[config.mk]
export PLATFORM = sky130hd
export DESIGN_NAME = down_timer
export DESIGN_NICKNAME = d
export VERILOG_FILES = /design/src/rtl/down_timer.sv
export SDC_FILE = /design/constraint.sdc
export NUM_CORES = 1
export LEC_CHECK = 0
export ABC_AREA = 1
export CELL_PAD_IN_SITES_DETAIL_PLACEMENT = 1
export CELL_PAD_IN_SITES_GLOBAL_PLACEMENT = 1
export CORE_MARGIN = 2
export CORE_UTILIZATION = 30
export CTS_BUF_LIST = sky130_fd_sc_hd__clkbuf_4 sky130_fd_sc_hd__clkbuf_8
export CTS_CLUSTER_DIAMETER = 80
export CTS_CLUSTER_SIZE = 28
export DETAILED_ROUTE_END_ITERATION = 8
export PLACE_DENSITY = 0.82
export SYNTH_ARGS = -nofsm -noshare
export SYNTH_HDL_FRONTEND = slang
export SYNTH_SLANG_ARGS = --single-unit
export TNS_END_PERCENT = 5
[constraint.sdc]
create_clock -name clk_i -period 1.51 [get_ports clk_i]
set_input_delay 0.151 -clock clk_i [delete_from_list [all_inputs] [get_ports clk_i]]
set_output_delay 0.151 -clock clk_i [all_outputs]
set_load 0.01 [all_outputs]
[src/rtl/down_timer.sv]
// Loadable one-shot/periodic down-counter timer with a one-cycle expiry tick.
// Optional periodic mode is enabled by defining DOWN_TIMER_AUTORELOAD_EN.
module down_timer #(
   parameter int WIDTH = 4
) (
   input  logic             clk_i,
   input  logic             rst_ni,
   input  logic             start_i,
   input  logic             stop_i,
   input  logic             en_i,
   input  logic [WIDTH-1:0] period_i,
`ifdef DOWN_TIMER_AUTORELOAD_EN
   input  logic             reload_i,
`endif
   output logic [WIDTH-1:0] count_o,
   output logic             busy_o,
   output logic             tick_o
);

   typedef enum logic {
      IDLE = 1'b0,
      RUN  = 1'b1
   } state_e;

   state_e           state_q, state_d;
   logic [WIDTH-1:0] count_q, count_d;
   logic [WIDTH-1:0] shadow_q, shadow_d;
   logic             tick_q, tick_d;
   logic             reload_act;

`ifdef DOWN_TIMER_AUTORELOAD_EN
   assign reload_act = reload_i;
`else
   assign reload_act = 1'b0;
`endif

   // NOTE: sequential state uses non-blocking assignments so every register
   // samples the pre-edge values of the others.
   always_ff @(posedge clk_i or negedge rst_ni) begin
      if (!rst_ni) begin
         state_q  <= IDLE;
         count_q  <= '0;
         shadow_q <= '0;
         tick_q   <= 1'b0;
      end else begin
         state_q  <= state_d;
         count_q  <= count_d;
         shadow_q <= shadow_d;
         tick_q   <= tick_d;
      end
   end

   // NOTE: every output of this block is given a default first, so no path
   // leaves a value unassigned and no latch can be inferred.
   always_comb begin
      state_d  = state_q;
      count_d  = count_q;
      shadow_d = shadow_q;
      tick_d   = 1'b0;

      if (stop_i) begin
         state_d = IDLE;
         count_d = '0;
      end else if (start_i) begin
         shadow_d = period_i;
         if (period_i != '0) begin
            state_d = RUN;
            count_d = period_i;
         end else begin
            state_d = IDLE;
            count_d = '0;
            tick_d  = 1'b1;
         end
      end else if (state_q == RUN && en_i) begin
         // In RUN the count is always at least 1, so this is the expiry edge.
         if (count_q > WIDTH'(1)) begin
            count_d = count_q - WIDTH'(1);
         end else begin
            tick_d = 1'b1;
            if (reload_act) begin
               count_d = shadow_q;
            end else begin
               state_d = IDLE;
               count_d = '0;
            end
         end
      end
   end

   assign count_o = count_q;
   assign busy_o  = (state_q == RUN);
   assign tick_o  = tick_q;

endmodule
Yosys cells after proc, flatten, opt, wreduce, memory -nomap -nowiden
Cells that the tools add are included.

word-level totals
  register bits after elaboration = 6
  output and inout bits = 6
  input bits = 9

cells by class
  magnitude comparators = 1
  mux-type cells = 15
  $add $sub $neg = 1
  equality and inequality tests = 1
  reduce and logical (&&, ||, !) cells = 4

operators by type and width
  kind                 count
  $mux 4               5
  $mux 1               10
  $gt 4x1->1 const B   1
  $reduce_bool 4->1    1
  $sub 4x1->4 const B  1
  $ne 3x3->1 const B   1
  $reduce_bool 3->1    1
  $reduce_and 2->1     1
  $logic_and 1x1->1    1

Depth between registers and ports, before layout
  depth in word-level cells = 5
  gate-level depth with buffers = 9
  gate-level depth less buffers = 9

Worst setup path before layout
OpenSTA, ideal clock, no wires.

  path type = flip-flop to flip-flop
  from = register count_q[0] (netlist: count_o[0])
  to = register state_q (netlist: busy_o)
  cell stages (with the launch flop) = 8
  buffers on the path = 0
  data arrival time = 1079 ps
  data required time = 1386 ps
  clock period less this slack = 1202 ps
  slack = 308 ps
  cells stage by stage = dfrtp_1 > inv_1 > ha_1 > inv_2 > nand2_1 > nand2_1 > o211ai_1 > nand2_1

between the ends
  cells in the longest elaborated chain, start to end = 3

RTL lines
  item                               RTL line  RTL
  start, declared                    26        logic [WIDTH-1:0] count_q, count_d;
  start signal, assigned             47        count_q <= count_d;
  $gt 4x1->1                         76        if (count_q > WIDTH'(1)) begin
  $ne 3x3->1 (no source line)        -
  $reduce_and 2->1 (no source line)  -
  end signal, assigned               46        state_q <= state_d;
  end, declared                      25        state_e state_q, state_d;

Every way passes these cells.
A chain may end at the register's enable or synchronous reset.

Worst setup path after layout
  from = register count_q[3] (netlist: count_o[3])
  to = output port count_o[3]

RTL lines
  item           RTL line  RTL
  end, declared  15        output logic [WIDTH-1:0] count_o,

No word-level cell between the ends.

==> impl_metrics.toml <==
[outcome]
status = "completed"

[layout]
final_cells = 98
layout-drive-gt1-share_pct = 13.3
finalNetCount = 96
fin_area_um2 = 608
synthToLayoutAreaGrowth_pct = 38.9
antenna_cells = 0
nFillCells = 183

[sta]
rsz0062_at_grt = "false"
finalSetupViolations = 0
fin_worst_skew_ns = 0.0118
relSlewSlack_pct = 80.1
setup_tns_ns = 0
hold_viol = 0
clock.fmax_mhz = 695
setup_ws_ns = 0.0703
worstMarginPinSlew_ns = 0.298
period_needed_ns = 1.44
drv_slew = 0
period_share_pct = 95.3

[global_routing]
first_global_vias = 509
grt_usage_pct = 15.8
grt_pass1_wl_um = 2150
antenna_found_initial = 0
grt_overflow_total = 0
grt_max_degree = 9

[clock_network]
clock_latency_ns = 0.25
clkSinkCount = 6
ctsResizeCount = 0
cts_tree = "done"
clock_path_buffers = 2
cts.hold.buffers_added = 0
htreeDepth = 1
clk_pin_slew_worst_paths_ns = 0.05
cts_setup_buffers = 0
root_buffer = "clkbuf_4"
cts_buffers = 3

[critical_path]
crit_fanout = 7
r2r_start = "count_o[0]"
worstReg2RegEnd = "busy_o"
r2r_cells = 7
cp.arrival_ns = 1.29
slowest_delay_ns = 0.58
cp-end-kind = "output port"
slowest_stage = "clkdlybuf4s50_1"
cp.required_ns = 1.36
critPathTopFamily = "buffers and inverters"
critical_path_class = "reg -> out"
crit_cells = 1
regToRegSetupSlack_ns = 0.17
path_buf_inv = 1
critical_path.cell_chain = "clkdlybuf4s50_1"
critPathLaunchType = "flip-flop"

[logic_synthesis]
synth_top_area_share_pct = 34.3
yosysSeqAreaShare_pct = 34.3
synth_common_cells = "nand2_1, inv_1, dfrtp_1, nor2_1"
ys_async_sr_fraction_pct = 100
synth-edff-count = 0
synthCells = 67
synth-main-ff-cell = "dfrtp_1"
yosys.cell_count.top_type = "nand2_1"
synth.cell_area_um2 = 438
synth_area_leaders = "dfrtp_1, nand2_1, inv_1, ha_1, nor2_1"
synth.distinct_cells = 16
yosys_register_bits = 6
yosys_warnings = 0
yosys.area.top_type = "dfrtp_1"
syn_area_per_cell_um2 = 6.54
syn_nets = 78

[place]
io_buffers = 14
dp_hpwl_um = 993
dpl.cell_count = 95
dpl_cell_area_um2 = 586
gp_congestion = 0.784
post-place-ws_ns = 0.101

[detailed_routing]
wire_per_inst_um = 12.0
drtIter0Drc = 2
totalWireLength_um = 1180
drc = 0
ant_nets = 0
vias = 456
viasPerCell = 4.65
drt-pass1-iter-count = 4

[job]
cap_violations = 0

[floorplanning]
start_util_pct = 32.8
core_area_um2 = 1330
die_width_um = 42.2
dieHeight_um = 42.2
rows = 13
fp.dieArea_um2 = 1780
num_io_pins = 15

[pwr]
ir_drop_mv = 0.540
leakage_nw = 0.317
power_density_nw_per_um2 = 879

[min_path]
hold_class = "in -> async"
placed cells by master (no fill, tap or decap):
master / Yosys / final
nand2_1: 21 / 21
nor2_2: 1 / 1
nand3_1: 4 / 4
o21ai_1: 1 / 1
o21ai_0: 2 / 2
inv_1: 8 / 8
clkbuf_4: 0 / 3
inv_2: 4 / 4
a21oi_1: 4 / 4
clkdlybuf4s50_1: 0 / 14
nand4_1: 1 / 1
clkinv_1: 1 / 1
o211ai_1: 2 / 2
nor2_1: 6 / 6
nand2_2: 3 / 3
dfrtp_1: 6 / 6
ha_1: 2 / 2
flip-flops by register name (all words and copies together) (netlist names):
name,count
busy_o,1
tick_o,1
count_o,4
through the flow:
| stage | power [mW] | hold slack, ns | utilization (%) |
|---|---|---|---|
| 2_1_floorplan | 0.301 | -0.145 | - |
| 3_3_place_gp | 0.381 | 0.416 | 43.9 |
| 3_5_place_dp | 0.386 | 0.414 | 43.9 |
| 4_1_cts | 0.542 | 0.151 | 45.6 |
| 5_1_grt | 0.583 | 0.152 | 45.6 |
| 6_report | 0.535 | 0.144 | 45.6 |
how the worst max path moves through the flow:
stage,from,end,slack (ns)
global placement,start_i,count_o[1],0.19
floorplan,count_o[0],busy_o,0.31
detailed placement,start_i,count_o[1],0.10
global route,count_o[3],count_o[3],0.0002
finish,count_o[3],count_o[3],0.07
CTS,count_o[3],count_o[3],0.06
layer usage:
| layer | vias to the layer above | GRT usage [%] | part of all wire, % |
|---|---|---|---|
| li1 | 240 | - | - |
| met1 | 205 | 19.5 | 47 |
| met2 | 11 | 24.3 | 48 |
| met3 | 0 | 8.19 | 5.1 |
| met4 | 0 | 3.75 | 0 |
| met5 | - | 0 | 0 |
cell type report:
class / count / area [µm²] / area share [%]
inverters: 13 / 48.8 / 8.02
well taps: 15 / 18.8 / 3.09
multi-input cells: 47 / 228 / 37.4
flip-flops and latches: 6 / 150 / 24.7
repair buffers: 14 / 140 / 23.0
clock buffers: 3 / 22.5 / 3.70
logic make-up after synthesis:
group / after synthesis / share of synthesized area, %
AND/OR/NAND/NOR: 36 / 34.9
adder cells (fa/ha/maj): 2 / 5.71
AO/OA/AOI/OAI: 9 / 11.4
buffers and inverters: 14 / 13.7
flip-flops: 6 / 34.3
power by group:
group	switching, mW	internal [mW]	total [mW]
logic	0.0987	0.0864	0.185
clock network	0.0624	0.0902	0.153
registers	0.0200	0.177	0.197
total	0.181	0.354	0.535
Power figures use the tool's default switching activity.
